`src/rtl/branch_predictor_btb.sv`:
```
// Direct-mapped BTB with per-entry saturating counters; IF looks up combinationally, EX updates.
// Define BP_STATS_EN to add saturating branch/mispredict statistics counters.
module branch_predictor_btb #(
  parameter int XLEN    = 32,
  parameter int ENTRIES = 16,
  parameter int TAG_W   = 8,
  parameter int CTR_W   = 2,
  parameter int STAT_W  = 16
) (
  input  logic            clk,
  input  logic            rst,
  input  logic [XLEN-1:0] lookup_pc,
  output logic            pred_hit,
  output logic            pred_taken,
  output logic [XLEN-1:0] pred_next_pc,
  input  logic            update_valid,
  input  logic [XLEN-1:0] update_pc,
  input  logic            update_taken,
  input  logic [XLEN-1:0] update_target,
  input  logic            update_pred_taken,
  input  logic [XLEN-1:0] update_pred_next_pc,
  output logic            mispredict
`ifdef BP_STATS_EN
  ,
  output logic [STAT_W-1:0] stat_branches,
  output logic [STAT_W-1:0] stat_mispredicts
`endif
);

  localparam int IDX_W = $clog2(ENTRIES);
  localparam logic [CTR_W-1:0] CTR_WT  = CTR_W'(1) << (CTR_W - 1);
  localparam logic [CTR_W-1:0] CTR_WNT = CTR_WT - CTR_W'(1);
  localparam logic [CTR_W-1:0] CTR_MAX = '1;

  logic             valid_q  [ENTRIES];
  logic [TAG_W-1:0] tag_q    [ENTRIES];
  logic [XLEN-1:0]  target_q [ENTRIES];
  logic [CTR_W-1:0] ctr_q    [ENTRIES];

  logic [IDX_W-1:0] lk_idx;
  logic [TAG_W-1:0] lk_tag;
  logic [IDX_W-1:0] up_idx;
  logic [TAG_W-1:0] up_tag;
  logic             up_hit;
  logic             unused_pc_bits;

  assign lk_idx = lookup_pc[2 +: IDX_W];
  assign lk_tag = lookup_pc[2 + IDX_W +: TAG_W];
  assign up_idx = update_pc[2 +: IDX_W];
  assign up_tag = update_pc[2 + IDX_W +: TAG_W];
  assign unused_pc_bits = ^{lookup_pc, update_pc};

  assign pred_hit     = valid_q[lk_idx] && (tag_q[lk_idx] == lk_tag);
  assign pred_taken   = pred_hit && ctr_q[lk_idx][CTR_W-1];
  assign pred_next_pc = pred_taken ? target_q[lk_idx] : lookup_pc + XLEN'(4);

  assign up_hit = valid_q[up_idx] && (tag_q[up_idx] == up_tag);

  assign mispredict = update_valid &&
                      ((update_taken != update_pred_taken) ||
                       (update_taken && (update_pred_next_pc != update_target)));

  // Tags and targets are deliberately left out of reset; valid gates them.
  always_ff @(posedge clk) begin
    if (rst) begin
      for (int i = 0; i < ENTRIES; i++) begin
        valid_q[i] <= 1'b0;
        ctr_q[i]   <= CTR_WNT;
      end
    end else if (update_valid) begin
      if (update_taken) begin
        if (up_hit) begin
          if (ctr_q[up_idx] != CTR_MAX)
            ctr_q[up_idx] <= ctr_q[up_idx] + CTR_W'(1);
          target_q[up_idx] <= update_target;
        end else begin
          valid_q[up_idx]  <= 1'b1;
          tag_q[up_idx]    <= up_tag;
          target_q[up_idx] <= update_target;
          ctr_q[up_idx]    <= CTR_WT;
        end
      end else if (up_hit && (ctr_q[up_idx] != '0)) begin
        ctr_q[up_idx] <= ctr_q[up_idx] - CTR_W'(1);
      end
    end
  end

`ifdef BP_STATS_EN
  always_ff @(posedge clk) begin
    if (rst) begin
      stat_branches    <= '0;
      stat_mispredicts <= '0;
    end else begin
      if (update_valid && (stat_branches != '1))
        stat_branches <= stat_branches + STAT_W'(1);
      if (mispredict && (stat_mispredicts != '1))
        stat_mispredicts <= stat_mispredicts + STAT_W'(1);
    end
  end
`else
  localparam int unused_stat_w = STAT_W;
`endif

endmodule

```
`config.mk`:
```
export PLATFORM = sky130hd
export DESIGN_NAME = branch_predictor_btb
export DESIGN_NICKNAME = d
export VERILOG_FILES = /design/src/rtl/branch_predictor_btb.sv
export SDC_FILE = /design/constraint.sdc
export NUM_CORES = 1
export LEC_CHECK = 0
export ABC_AREA = 1
export CAP_MARGIN = 40
export CORE_AREA = 2 2 256 308
export DETAILED_ROUTE_END_ITERATION = 16
export DIE_AREA = 0 0 258 310
export HOLD_SLACK_MARGIN = 0.08
export MAX_ROUTING_LAYER = met4
export SYNTH_ARGS = -nofsm -noshare
export SYNTH_HDL_FRONTEND = slang
export SYNTH_SLANG_ARGS = --single-unit
```
`constraint.sdc`:
```
create_clock -name clk -period 3.9 [get_ports clk]
set_clock_uncertainty 0.15 [all_clocks]
set_input_delay 0.585 -clock clk [delete_from_list [all_inputs] [get_ports clk]]
set_output_delay 0.585 -clock clk [all_outputs]
set_load 0.01 [all_outputs]
```
==> results of run 1 <==
power by group:
group          leakage (uW)  internal [uW]  total, uW  switching [uW]
combinational       0.00628            632       1670            1040
sequential          0.00616           8170       8180            17.8
clock               0.00112           3890       6780            2890
total                0.0136          12700      16600            3950
worst max-delay path, stage by stage, from the launching register on:
cell and delay (ns):
edfxtp_1 0.38, nor2_1 0.11, nor2_1 0.05, o21ai_1 0.08, o211ai_1 0.12, nand3_1 0.15
nand3_2 0.14, buf_4 0.16, o211ai_1 0.30, nor2_4 0.08, buf_12 0.15, nand3_4 0.10
buf_6 0.17, nand2_1 0.07, nand2_1 0.08, dlygate4sd2_1 0.29
layer usage:
metal  GRT usage (%)  vias up  share of wire [%]
met4           7.931        0                2.7
met2           40.20     1011                 50
li1                -    10700                  -
met3           3.592      175                7.2
met1           30.79    11410                 41
met5               -        -                  0
kinds of logic after synthesis:
logic type	after synthesis
buffers and inverters	308
XOR/XNOR	60
flip-flops	688
adder cells (fa/ha/maj)	3
AND/OR/NAND/NOR	1107
AO/OA/AOI/OAI	648
worst paths after layout:
| kind | startpoint | endpoint | depth (start not counted) |
|---|---|---|---|
| setup / recovery | tag_q[4][3]$_DFFE_PP_ | pred_next_pc[5] | 15 |
| hold / removal | valid_q[12]$_DFF_P_ | valid_q[12]$_DFF_P_ | 2 |
| setup reg to reg | tag_q[0][5]$_DFFE_PP_ | tag_q[10][7]$_DFFE_PP_ | 15 |
| hold reg to reg | valid_q[12]$_DFF_P_ | valid_q[12]$_DFF_P_ | 2 |
cell type report:
cell class	instances	area, um^2
inverters	125	490.5
clock inverters	42	410.4
flip-flops and latches	688	20500
well taps	1026	1284
fillers	6858	39380
repair buffers	418	4194
multi-input cells	1818	9064
diodes	2	5.005
clock buffers	84	1889
cell usage in the layout (no fill, tap or decap), drive strengths merged, types with 2 or more instances in the layout:
cell type	instances
a21oi	60
a221oi	3
a22oi	16
a32o	2
buf	281
bufbuf	3
bufinv	6
clkbuf	95
clkdlybuf4s50	103
clkinv	31
clkinvlp	2
dfxtp	16
diode	2
dlygate4sd2	14
dlymetal6s2s	5
edfxtp	672
ha	3
inv	128
nand2	526
nand3	109
nand4	47
nor2	392
nor3	19
nor4	7
o211ai	25
o21a	2
o21ai	390
o221ai	46
o22ai	102
or2	5
xnor2	11
xor2	49
per-stage QoR:
step	instance area (um^2)	total power (uW)
after global placement	35120	9919
after detailed placement	35120	9948
after CTS	37780	16680
final	37840	16630
after floorplan	30540	9086
after global routing	37830	17110
Yosys cell counts, types with 3 or more instances:
cell	count
edfxtp_1	672
nand2_1	525
nor2_1	387
o21ai_0	379
inv_1	117
clkbuf_1	110
nand3_1	107
o22ai_1	102
a21oi_1	60
xor2_1	49
buf_2	48
o221ai_1	46
nand4_1	45
o211ai_1	25
nor3_1	18
a22oi_1	16
dfxtp_1	16
buf_1	13
o21ai_1	11
xnor2_1	11
buf_4	8
nor4_1	7
inv_2	6
buf_6	4
nor2_2	4
or2_2	4
ha_1	3
flip-flops by register name, indices dropped and copies added (netlist names):
name / cells
ctr_q: 32
tag_q: 128
target_q: 512
valid_q: 16
repair_timing:
action	in CTS	in global routing
pin swaps	14	26
gates resized for setup	98	52
buffers inserted	13	9
cloned	3	1
setup endpoints to repair	34	33
==> impl_results.md, run 1 <==
* Ys flop type: edfxtp_1
* Sequential share of the synthesized area at 67.12%
* Avg Cell Area, Syn at 10.85 um^2
* Yosys warning count at 0
* Netlist cell types at 42
* XOR/XNOR Fraction of Synth Area at 1.721%
* Area leader, netlist: edfxtp_1
* Largest net degree at the start of global routing at 87
* I/O pin total at 168
* Final setup viols at 0
* Rows at 112
* Mux contribution to synthesized area at 0%
* Insertion delay to the later sink of the worst-skew pair at 0.64 ns
* Mapped Area at 30540 um^2
* Post-route ant nets at 0
* FFs w/ async S/R, synth at 0%
* Slew margin rel. at 48.70%
* Post-Synth Adder-Cell Area at 0.1229%
* Pwr Density at 439.6 nW/um^2
* Post-synth EDFFs at 672
* Pre-Repair DR Iteration Count at 8
* Worst Slack Setup Final at 0.09670 ns
* Gpl congestion at 1.028
* Final period util at 97.52%
* Initial Utilization at 39.55%
* Post-Syn Instances at 2814
* Clock Pin Slew Worst Setup and Hold Paths at 0.06 ns
* Kind of end point of the critical path: primary output
* WP data arrival at 3.07 ns
* Largest family of logic cells by synthesized area: simple AND/OR/NAND/NOR gates
* Vias at 23300
* Largest cells by area after synthesis: edfxtp_1 (66%), nand2_1 (6.5%), o21ai_0 (6.2%), nor2_1 (4.8%), o22ai_1 (2.1%)
* CTS Hold Bufs at 0
* Hpwl dp at 59500 um
* Core area at 77210 um^2
* Worst EP required at 3.16 ns
* Total Die Area at 79980 um^2
* CTS HTree Levels at 3
* Tmin final at 3.803 ns
* Num CTS Buffers at 71
* Maximum VDD drop at 0.3557 mV
* Yosys reg bits at 688
* Synth Area in Compound Gates at 12.07%
* Min-Delay Path Class: reg2reg
* Placed cells at 4049
* Clock root buffer: clkbuf_16
* CP Max Fanout at 11
* CP Class: reg2out
* Setup TNS at 0 ns
* Final Core Density at 49.00%
* Total Routing Usage GR at 24.28%
* Post-Syn Nets at 2950
* NumNets Final at 3258
* TritonCTS clock tree: built
* Fin. Hold Viols at 0
* Number of global-route vias before repair at 22680
* Final Non-Filler Cells at 4203
* DR WL/cell at 22.87 um
* Pleak at 0.01357 uW
* Outcome: finished clean
* Syn-to-layout area delta at 23.89%
* Hold_ws at 0.3451 ns
* Reg-to-reg slack, setup at 1.05 ns
* Total gr overflow at 0
* Die W at 258 um
* Worst slew pin tran at 0.7695 ns
* RSZ-0062 raised after global routing: yes
* DR iter-0 viols at 2429
* # port buffers at 147
* Max Freq at 0.2629 GHz
* Residual DRC at 0
* Layout cells sized above 1 at 14.71%
* Antenna violations before repair at 2
* Synth Area in Simple Gates at 14.79%
* First-pass GRT wire length at 141300 um
* CTS sink cnt at 688
* CTS Buffer Depth at 3
* Max-slew violations at 0
* Post-place setup slack at -0.4606 ns
* Post-Route WL at 96140 um
* MaxCap Viol Count at 0
* Vias/cell at 5.543
* Startpoint Class: flip-flop
* Top-area cell type share of the netlist area at 66.07%
* Die Ht at 310 um
(Power assumes the default switching activity.)
==> run 2: changes to the inputs <==
- SKIP_LAST_GASP: unset -> 1
==> run 2 against run 1 <==
Sequential share of layout area hardly changed. Hold slack about the same. Global-route usage is essentially flat. Register-to-register slack improved by 0.02 ns. Critical endpoint unchanged. Largest power group unchanged.
==> impl_results.md, run 2 (same netlist as run 1, synthesis figures left out) <==
* Antenna violations before repair at 2
* Hpwl dp at 59500 um
* Max-slew violations at 0
* CP Class: reg2out
* Core area at 77210 um^2
* Pre-Repair DR Iteration Count at 5
* Vias at 23260
* # port buffers at 147
* CTS Hold Bufs at 0
* Maximum VDD drop at 0.3569 mV
* Hold Path Depth at 2
* Cell area after placement at 35120 um^2
* Layout cells sized above 1 at 14.68%
* Largest net degree at the start of global routing at 87
* Initial Utilization at 39.55%
* Startpoint Class: flip-flop
* Slew margin rel. at 49.02%
* Post-route ant nets at 0
* Outcome: finished clean
* Residual DRC at 0
* Fill cells at 6854
* WP data arrival at 3.10 ns
* Gpl congestion at 1.028
* Max Freq at 0.2606 GHz
* CP Max Fanout at 11
* CTS HTree Levels at 3
* Max reg flops at 512
* Clock Pin Slew Worst Setup and Hold Paths at 0.06 ns
* Tmin final at 3.838 ns
* Worst reg2reg endpoint: tag_q[10][4]$_DFFE_PP_
* Design Power at 16620 uW
* DR WL/cell at 22.91 um
* Clock root buffer: clkbuf_16
* Slowest CP cell: edfxtp_1
* DR iter-0 viols at 2431
* Worst reg-to-reg path cell count at 15
* Post-Route WL at 96280 um
* Syn-to-layout area delta at 23.92%
* Min-Delay Path Class: reg2reg
* Vias/cell at 5.534
* NumNets Final at 3257
* Rows at 112
* Most flops, register: target_q
* Placed cells at 4049
* Fin. Hold Viols at 0
* RSZ-0062 raised after global routing: yes
* Worst EP required at 3.16 ns
* Total gr overflow at 0
* Largest registers: target_q x512, tag_q x128, ctr_q x32
* Post-route cell area at 37850 um^2
* I/O pin total at 168
* Pleak at 0.01355 uW
* Max incr delay on CP at 0.39 ns
* Pwr Density at 439.1 nW/um^2
* Die Ht at 310 um
* MaxCap Viol Count at 0
* First-pass GRT wire length at 141300 um
* Worst hold start: valid_q[12]$_DFF_P_
* Insertion delay to the later sink of the worst-skew pair at 0.64 ns
* Worst-path cell chain: nor2_1 > nor2_1 > o21ai_1 > o211ai_1 > nand3_1 > nand3_2 > buf_4 > o211ai_1 > nor2_4 > buf_12 > nand3_4 > buf_6 > nand2_1 > nand2_1 > dlygate4sd2_1
* Kind of end point of the critical path: primary output
* CTS sink cnt at 688
* Hold_ws at 0.3455 ns
* Commonest non-fill, non-tap cell in the layout: edfxtp_1
* Final period util at 98.41%
* Total Die Area at 79980 um^2
* Worst Hold Path EP: valid_q[12]$_DFF_P_
* Die W at 258 um
* TritonCTS clock tree: built
* Final setup viols at 0
* Num CTS Buffers at 71
* CTS Buffer Depth at 3
* Most frequent cells in the layout: edfxtp_1 (672), nand2_1 (517), o21ai_0 (369)
* Total Routing Usage GR at 24.28%
* Final Non-Filler Cells at 4202
* Number of global-route vias before repair at 22680
* R2r startpoint: tag_q[0][5]$_DFFE_PP_
* Reg-to-reg slack, setup at 1.07 ns
* Worst slew pin tran at 0.7647 ns
-- run 2: where the power goes --
part | internal, uW | leakage, uW | switching, uW
Sequential | 8170 | 0.00616 | 17.9
Clock | 3890 | 0.00112 | 2880
Combinational | 632 | 0.00626 | 1040
-- run 2: worst max-delay path, delay by kind of cell (launching register included) --
family | cells | cell delay (ns)
compound gates | 3 | 0.50
buf+inv | 4 | 0.77
flops | 1 | 0.39
simple gates | 8 | 0.81
-- run 2: per-stage QoR --
step | TNS [ns] | util (%) | setup WS (ns)
2_1_floorplan | 0 | - | 0.5223
3_3_place_gp | -15.84 | 45.49 | -0.4532
3_5_place_dp | -16.59 | 45.49 | -0.4606
4_1_cts | -0.1423 | 48.90 | -0.05443
5_1_grt | -0.6602 | 49.01 | -0.05866
6_report | 0 | 49.01 | 0.06199
-- run 2: area by class of cell --
| cell class | instances | area, um^2 | share of cell area [%] |
|---|---|---|---|
| diodes | 2 | 5.005 | 0.01322 |
| clock buffers | 84 | 1889 | 4.992 |
| clock inverters | 42 | 410.4 | 1.084 |
| inverters | 125 | 490.5 | 1.296 |
| multi-input cells | 1818 | 9066 | 23.96 |
| flip-flops and latches | 688 | 20500 | 54.17 |
| well taps | 1026 | 1284 | 3.392 |
| repair buffers | 417 | 4202 | 11.10 |
-- run 2: what timing repair did --
action / in CTS / in global routing
buffers inserted: 13 / 7
gates cloned: 3 / 2
gates resized for setup: 87 / 58
endpoints found under the setup margin: 34 / 33
pin swaps: 14 / 23
-- run 2: worst max-delay path by stage --
stage	from	to	slack, ns	depth (start not counted)
finish	tag_q[4][3]$_DFFE_PP_	pred_next_pc[5]	0.06	15
global route	tag_q[4][3]$_DFFE_PP_	pred_next_pc[7]	-0.06	16
CTS	lookup_pc[2]	pred_next_pc[26]	-0.05	17
detailed placement	lookup_pc[5]	pred_next_pc[8]	-0.46	14
global placement	lookup_pc[5]	pred_next_pc[8]	-0.45	14
floorplan	update_pc[2]	target_q[0][0]$_DFFE_PP_	0.52	7
-- run 2: metal layers --
metal	wire [um]	vias up	global-route usage (%)
met5	0	-	-
met4	2746	0	7.931
met3	6902	178	3.592
met2	47670	952	40.20
met1	38960	11440	30.79
li1	-	10690	-
